**src/rtl/waitx2_sched_pkg.sv**
```systemverilog
// Shared types for the waitx2_sched wait-element sequencer.
package waitx2_sched_pkg;

  typedef enum logic [1:0] {
    StIdle,
    StArm,
    StRelease,
    StDone
  } state_e;

  localparam logic [1:0] WIN_NONE = 2'b00;
  localparam logic [1:0] WIN_1    = 2'b01;
  localparam logic [1:0] WIN_2    = 2'b10;

endpackage

```
**src/rtl/sync_ff.sv**
```systemverilog
// Multi-flop synchroniser for one asynchronous grant line.
module sync_ff #(
  parameter int unsigned SYNC_STAGES = 2
) (
  input  logic clk_i,
  input  logic rst_i,
  input  logic d_i,
  output logic q_o
);

  logic [SYNC_STAGES-1:0] sync_q, sync_d;

  always_comb sync_d = {sync_q[SYNC_STAGES-2:0], d_i};

  always_ff @(posedge clk_i or posedge rst_i) begin
    if (rst_i) sync_q <= '0;
    else       sync_q <= sync_d;
  end

  assign q_o = sync_q[SYNC_STAGES-1];

endmodule

```
**src/rtl/waitx2_sched.sv**
```systemverilog
// Sequencer running 4-phase rounds on a two-input mutex wait element.
// Optional outcome counters are built when WAITX2_SCHED_STATS_EN is defined.
module waitx2_sched
  import waitx2_sched_pkg::*;
#(
  parameter int unsigned SYNC_STAGES = 2,
  parameter int unsigned TIMEOUT_W   = 16
) (
  input  logic                 clk,
  input  logic                 rst,
  input  logic                 start,
  input  logic [TIMEOUT_W-1:0] timeout_cycles,
  output logic                 ctrl,
  input  logic                 g1,
  input  logic                 g2,
  output logic                 busy,
  output logic                 done,
  output logic [1:0]           winner,
  output logic                 timeout,
`ifdef WAITX2_SCHED_STATS_EN
  input  logic                 stats_clr,
  output logic [15:0]          win1_cnt,
  output logic [15:0]          win2_cnt,
  output logic [15:0]          tmo_cnt,
`endif
  output logic                 proto_err
);

  logic gs1, gs2;

  sync_ff #(.SYNC_STAGES(SYNC_STAGES)) u_sync_g1 (.clk_i(clk), .rst_i(rst), .d_i(g1), .q_o(gs1));
  sync_ff #(.SYNC_STAGES(SYNC_STAGES)) u_sync_g2 (.clk_i(clk), .rst_i(rst), .d_i(g2), .q_o(gs2));

  state_e               state_q, state_d;
  logic [TIMEOUT_W-1:0] cnt_q, cnt_d;
  logic                 ctrl_q, ctrl_d, busy_q, busy_d, done_q, done_d;
  logic                 timeout_q, timeout_d, perr_q, perr_d;
  logic [1:0]           winner_q, winner_d;
  // Round outcome is held here until DONE so winner/timeout only change with done.
  logic [1:0]           res_win_q, res_win_d;
  logic                 res_tmo_q, res_tmo_d;

  always_comb begin
    state_d   = state_q;
    cnt_d     = cnt_q;
    ctrl_d    = ctrl_q;
    busy_d    = busy_q;
    done_d    = 1'b0;
    winner_d  = winner_q;
    timeout_d = timeout_q;
    res_win_d = res_win_q;
    res_tmo_d = res_tmo_q;
    perr_d    = perr_q | (gs1 & gs2 & ((state_q == StArm) | (state_q == StRelease)));
    case (state_q)
      StIdle: begin
        if (start) begin
          state_d   = StArm;
          ctrl_d    = 1'b1;
          busy_d    = 1'b1;
          cnt_d     = '0;
          res_win_d = WIN_NONE;
          res_tmo_d = 1'b0;
        end
      end
      StArm: begin
        if (gs1 || gs2) begin
          res_win_d = (gs1 && !gs2) ? WIN_1 : (gs2 && !gs1) ? WIN_2 : WIN_NONE;
          state_d   = StRelease;
          ctrl_d    = 1'b0;
        end else if ((timeout_cycles != '0) && (cnt_q == timeout_cycles - TIMEOUT_W'(1))) begin
          res_tmo_d = 1'b1;
          state_d   = StRelease;
          ctrl_d    = 1'b0;
        end else if (cnt_q != '1) begin
          cnt_d = cnt_q + TIMEOUT_W'(1);
        end
      end
      StRelease: begin
        // Late grants after a timeout simply hold us here; the outcome is already fixed.
        if (!gs1 && !gs2) begin
          state_d   = StDone;
          done_d    = 1'b1;
          winner_d  = res_win_q;
          timeout_d = res_tmo_q;
        end
      end
      StDone: begin
        state_d = StIdle;
        busy_d  = 1'b0;
      end
      default: state_d = StIdle;
    endcase
  end

  always_ff @(posedge clk or posedge rst) begin
    if (rst) begin
      state_q   <= StIdle;
      cnt_q     <= '0;
      ctrl_q    <= 1'b0;
      busy_q    <= 1'b0;
      done_q    <= 1'b0;
      winner_q  <= WIN_NONE;
      timeout_q <= 1'b0;
      res_win_q <= WIN_NONE;
      res_tmo_q <= 1'b0;
      perr_q    <= 1'b0;
    end else begin
      state_q   <= state_d;
      cnt_q     <= cnt_d;
      ctrl_q    <= ctrl_d;
      busy_q    <= busy_d;
      done_q    <= done_d;
      winner_q  <= winner_d;
      timeout_q <= timeout_d;
      res_win_q <= res_win_d;
      res_tmo_q <= res_tmo_d;
      perr_q    <= perr_d;
    end
  end

  assign ctrl      = ctrl_q;
  assign busy      = busy_q;
  assign done      = done_q;
  assign winner    = winner_q;
  assign timeout   = timeout_q;
  assign proto_err = perr_q;

`ifdef WAITX2_SCHED_STATS_EN
  logic [15:0] win1_q, win1_d, win2_q, win2_d, tmo_q, tmo_d;

  always_comb begin
    win1_d = win1_q;
    win2_d = win2_q;
    tmo_d  = tmo_q;
    if (stats_clr) begin
      win1_d = '0;
      win2_d = '0;
      tmo_d  = '0;
    end else if (done_q) begin
      if ((winner_q == WIN_1) && (win1_q != '1)) win1_d = win1_q + 16'd1;
      if ((winner_q == WIN_2) && (win2_q != '1)) win2_d = win2_q + 16'd1;
      if (timeout_q && (tmo_q != '1))            tmo_d  = tmo_q + 16'd1;
    end
  end

  always_ff @(posedge clk or posedge rst) begin
    if (rst) begin
      win1_q <= '0;
      win2_q <= '0;
      tmo_q  <= '0;
    end else begin
      win1_q <= win1_d;
      win2_q <= win2_d;
      tmo_q  <= tmo_d;
    end
  end

  assign win1_cnt = win1_q;
  assign win2_cnt = win2_q;
  assign tmo_cnt  = tmo_q;
`endif

endmodule

```
**config.mk**
```make
export PLATFORM = sky130hd
export DESIGN_NAME = waitx2_sched
export DESIGN_NICKNAME = d
export VERILOG_FILES = /design/src/rtl/waitx2_sched_pkg.sv /design/src/rtl/sync_ff.sv /design/src/rtl/waitx2_sched.sv
export SDC_FILE = /design/constraint.sdc
export NUM_CORES = 1
export LEC_CHECK = 0
export ABC_AREA = 1
export CORE_MARGIN = 10
export CORE_UTILIZATION = 57
export CTS_CLUSTER_DIAMETER = 120
export DETAILED_ROUTE_END_ITERATION = 8
export PLACE_DENSITY = 0.86
export SLEW_MARGIN = 20
export SYNTH_ARGS = -nofsm -noshare
export SYNTH_HDL_FRONTEND = slang
export SYNTH_SLANG_ARGS = --single-unit
```
**constraint.sdc**
```tcl
create_clock -name clk -period 2.75 [get_ports clk]
set_clock_uncertainty 0.15 [all_clocks]
set_input_delay 0.275 -clock clk [delete_from_list [all_inputs] [get_ports clk]]
set_output_delay 0.275 -clock clk [all_outputs]
set_load 0.1 [all_outputs]
```
==> impl_metrics.yaml <==
placed_design:
  globalplace.congestion: 0.867
  io_buffer_count: 27
  hpwl_um: 4480
  dpl.cell_count: 442
setup_path:
  path_common_cell: "nand2_1"
  end_kind: "flip-flop"
  crit-reg2reg-launch: "state_q[1]"
  critPathRequiredTime_ps: 2830
  cp.arrival_ps: 2560
  slowest_delay_ps: 440
  reg2reg_depth: 12
  crit_chain: "clkdlybuf4s50_1 > inv_1 > ha_1 > nand2_4 > nor2_8 > nand2_1 > nand2_1 > nand2_1 > nor2_1 > nand2_1 > nor2_4 > nand3_2 > nand2_4 > buf_4 > nand3_1 > nand2_1"
  crit_type: "in -> reg"
  r2r_end: "cnt_q[7]"
  rrSetupSlack_ps: 360
  cpMaxStageDelayCell: "clkdlybuf4s50_1"
  start_kind: "primary input"
  crit_path_max_fanout: 10
sta:
  maxSlewViolCount: 0
  setup_viol: 0
  worst_pin_slew_ps: 406
  fin_tns_setup_ps: 0
  grt_setup_unrepaired: "no"
  period_needed_ps: 2480
  hold_viol: 0
  maxSlewHeadroom: 0.729
  finalCritPeriodShare: 0.901
  fmax_mhz: 404
power_and_ir_drop:
  leakagePower_nw: 1.41
  ir_drop_v: 0.000471
  powerDensity_mw_per_mm2: 692
grt:
  grt-ovfl-total: 0
  grt_max_degree: 33
  antenna_found_initial: 0
  grt_pass1_vias: 2207
  grt_pass1_wl_um: 10100
  grt_use_total: 0.163
die:
  fp.coreArea_mm2: 0.00429
  die_y_um: 86.2
  initial_utilization: 0.581
  rows: 24
  die_w_um: 86.2
  die-area_mm2: 0.00742
  num_io_pins: 28
clock_network:
  cts.reportedPaths.clkPinSlew_ps: 70
  cts_hold_buf: 0
  cts.repair.resized: 0
  cts_root_buf: "clkbuf_8"
  clockBufferDepth: 2
  clk_latency_ps: 290
  post_cts_buffers: 0
  cts_tree: "built"
  cts_buffers: 5
  cts_sinks: 32
  h-tree-depth: 2
synthesis:
  syn_inst: 369
  yosys-top-cells-count: "nand2_1, nor2_1, inv_1"
  synthMostInstantiatedCell: "nand2_1"
  seq_area_frac_synth: 0.321
  netlist_area_mm2: 0.00249
  yosysUniqueCellTypes: 28
  syn_nets: 396
  synth_top_area_share: 0.321
  synth_ff_type: "dfrtp_1"
  syn_avg_cell_area_um2: 6.76
  synth_area_leader_cell: "dfrtp_1"
  synth_seq_cells: 32
  yosysWarnings: 0
  synth-edff-count: 0
  yosys-top-cells-area: "dfrtp_1, nand2_1, nor2_1, xor2_1, nand3_1"
  synthArstFlopShare: 1.00
layout:
  fin_nets: 424
  synthToLayoutAreaGrowth_pct: 15.4
  num_antenna_cells: 0
  drive_gt1_frac: 0.0980
  instances_no_fill: 450
  post-route-util: 0.671
hold_path:
  min_path_type: "reg -> reg"
  hold_start: "u_sync_g2.sync_q[0]"
  hold-path-endpoint: "u_sync_g2.sync_q[1]"
  whs_path_depth: 0
drt:
  first_pass_iters: 4
  ant_nets: 0
  vias: 2374
  wirelength_um: 5780
  routedWlPerCell_um: 12.8
  vias_per_cell: 5.28
  drc: 0
  drt_iter0_markers: 138
flow_run:
  maxCapViolations: 0
run_status:
  outcome: "completed"
-- kinds of logic (layout without fill, tap and decap cells) --
group                    count (synthesis)  after routing  synth area share
AO/OA/AOI/OAI                           15             15            0.0361
flip-flops                              32             32             0.321
XOR/XNOR                                28             28            0.0983
buffers and inverters                   56             85            0.0918
AND/OR/NAND/NOR                        232            232             0.423
adder cells (fa/ha/maj)                  6              6            0.0301
-- area by class of cell --
type                       instances  area [um^2]
fill                             373         1410
sequential                        32          801
clock buffer                       7         86.3
tap                               52         65.1
inverter                          46          173
clock inverter                     1         7.51
timing repair buffer              31          283
multi-input combinational        281         1470
-- stage by stage --
stage | power, mW | hold WS [ps] | worst slack, ps | cell area (um^2)
floorplan | 1.39 | 156 | 695 | 2490
detailed placement | 1.62 | 186 | -16.9 | 2790
finish | 1.99 | 202 | 272 | 2880
global route | 2.13 | 214 | 18.6 | 2880
CTS | 2.00 | 205 | 278 | 2880
global placement | 1.60 | 183 | 108 | 2790
-- where the power goes --
group          total (mW)  switching, mW  internal [mW]
sequential          0.606         0.0593          0.547
clock               0.377          0.174          0.203
combinational        1.01          0.738          0.272
total                1.99          0.971           1.02
-- routing by layer --
layer | GRT usage | part of all wire | vias up
met3 | 0.0370 | 0.058 | 12
met2 | 0.256 | 0.47 | 67
met1 | 0.211 | 0.45 | 1091
met5 | 0 | 0 | -
met4 | 0.0614 | 0.021 | 0
li1 | - | - | 1204
-- sequential cells by signal, indices dropped and copies added (netlist names) --
name,cells
res_tmo_q,1
ctrl,1
res_win_q,2
winner,2
u_sync_g2.sync_q,2
state_q,2
busy,1
timeout,1
u_sync_g1.sync_q,2
done,1
proto_err,1
cnt_q,16
-- how the worst max path moves through the flow --
stage,from,to,slack [ps],cells past startpoint
floorplan,state_q[1],cnt_q[2],690,13
global placement,timeout_cycles[0],cnt_q[12],110,17
detailed placement,timeout_cycles[0],cnt_q[8],-20,16
CTS,timeout_cycles[0],cnt_q[6],280,16
global route,timeout_cycles[0],cnt_q[7],20,17
finish,timeout_cycles[0],cnt_q[9],270,16
-- critical path: cells and delay by family --
kind                     cells  cell delay (ps)
adder cells (fa/ha/maj)      1              330
buffers and inverters        3              760
AND/OR/NAND/NOR             12             1170
-- placed cells by master, fill, tap and decap left out --
cell and count:
clkbuf_1 1, xor2_1 20, ha_1 6, nand3b_1 2
buf_4 11, xnor2_1 8, a21oi_1 3, a31o_2 1
nand3_1 34, nor2_2 5, nand4_1 8, clkbuf_8 6
nand2_4 3, o21ai_0 10, nor3_1 3, clkdlybuf4s50_1 20
nand2_1 111, or2_2 1, a41oi_2 1, nor2_4 4
inv_1 42, nand2_2 3, nor2_8 1, clkinv_1 4
dfrtp_1 32, clkinvlp_4 1, nor2_1 53, nor3b_1 1
nand3_2 2, nor4_1 1
Note: power is estimated with default switching activity, not from simulation.
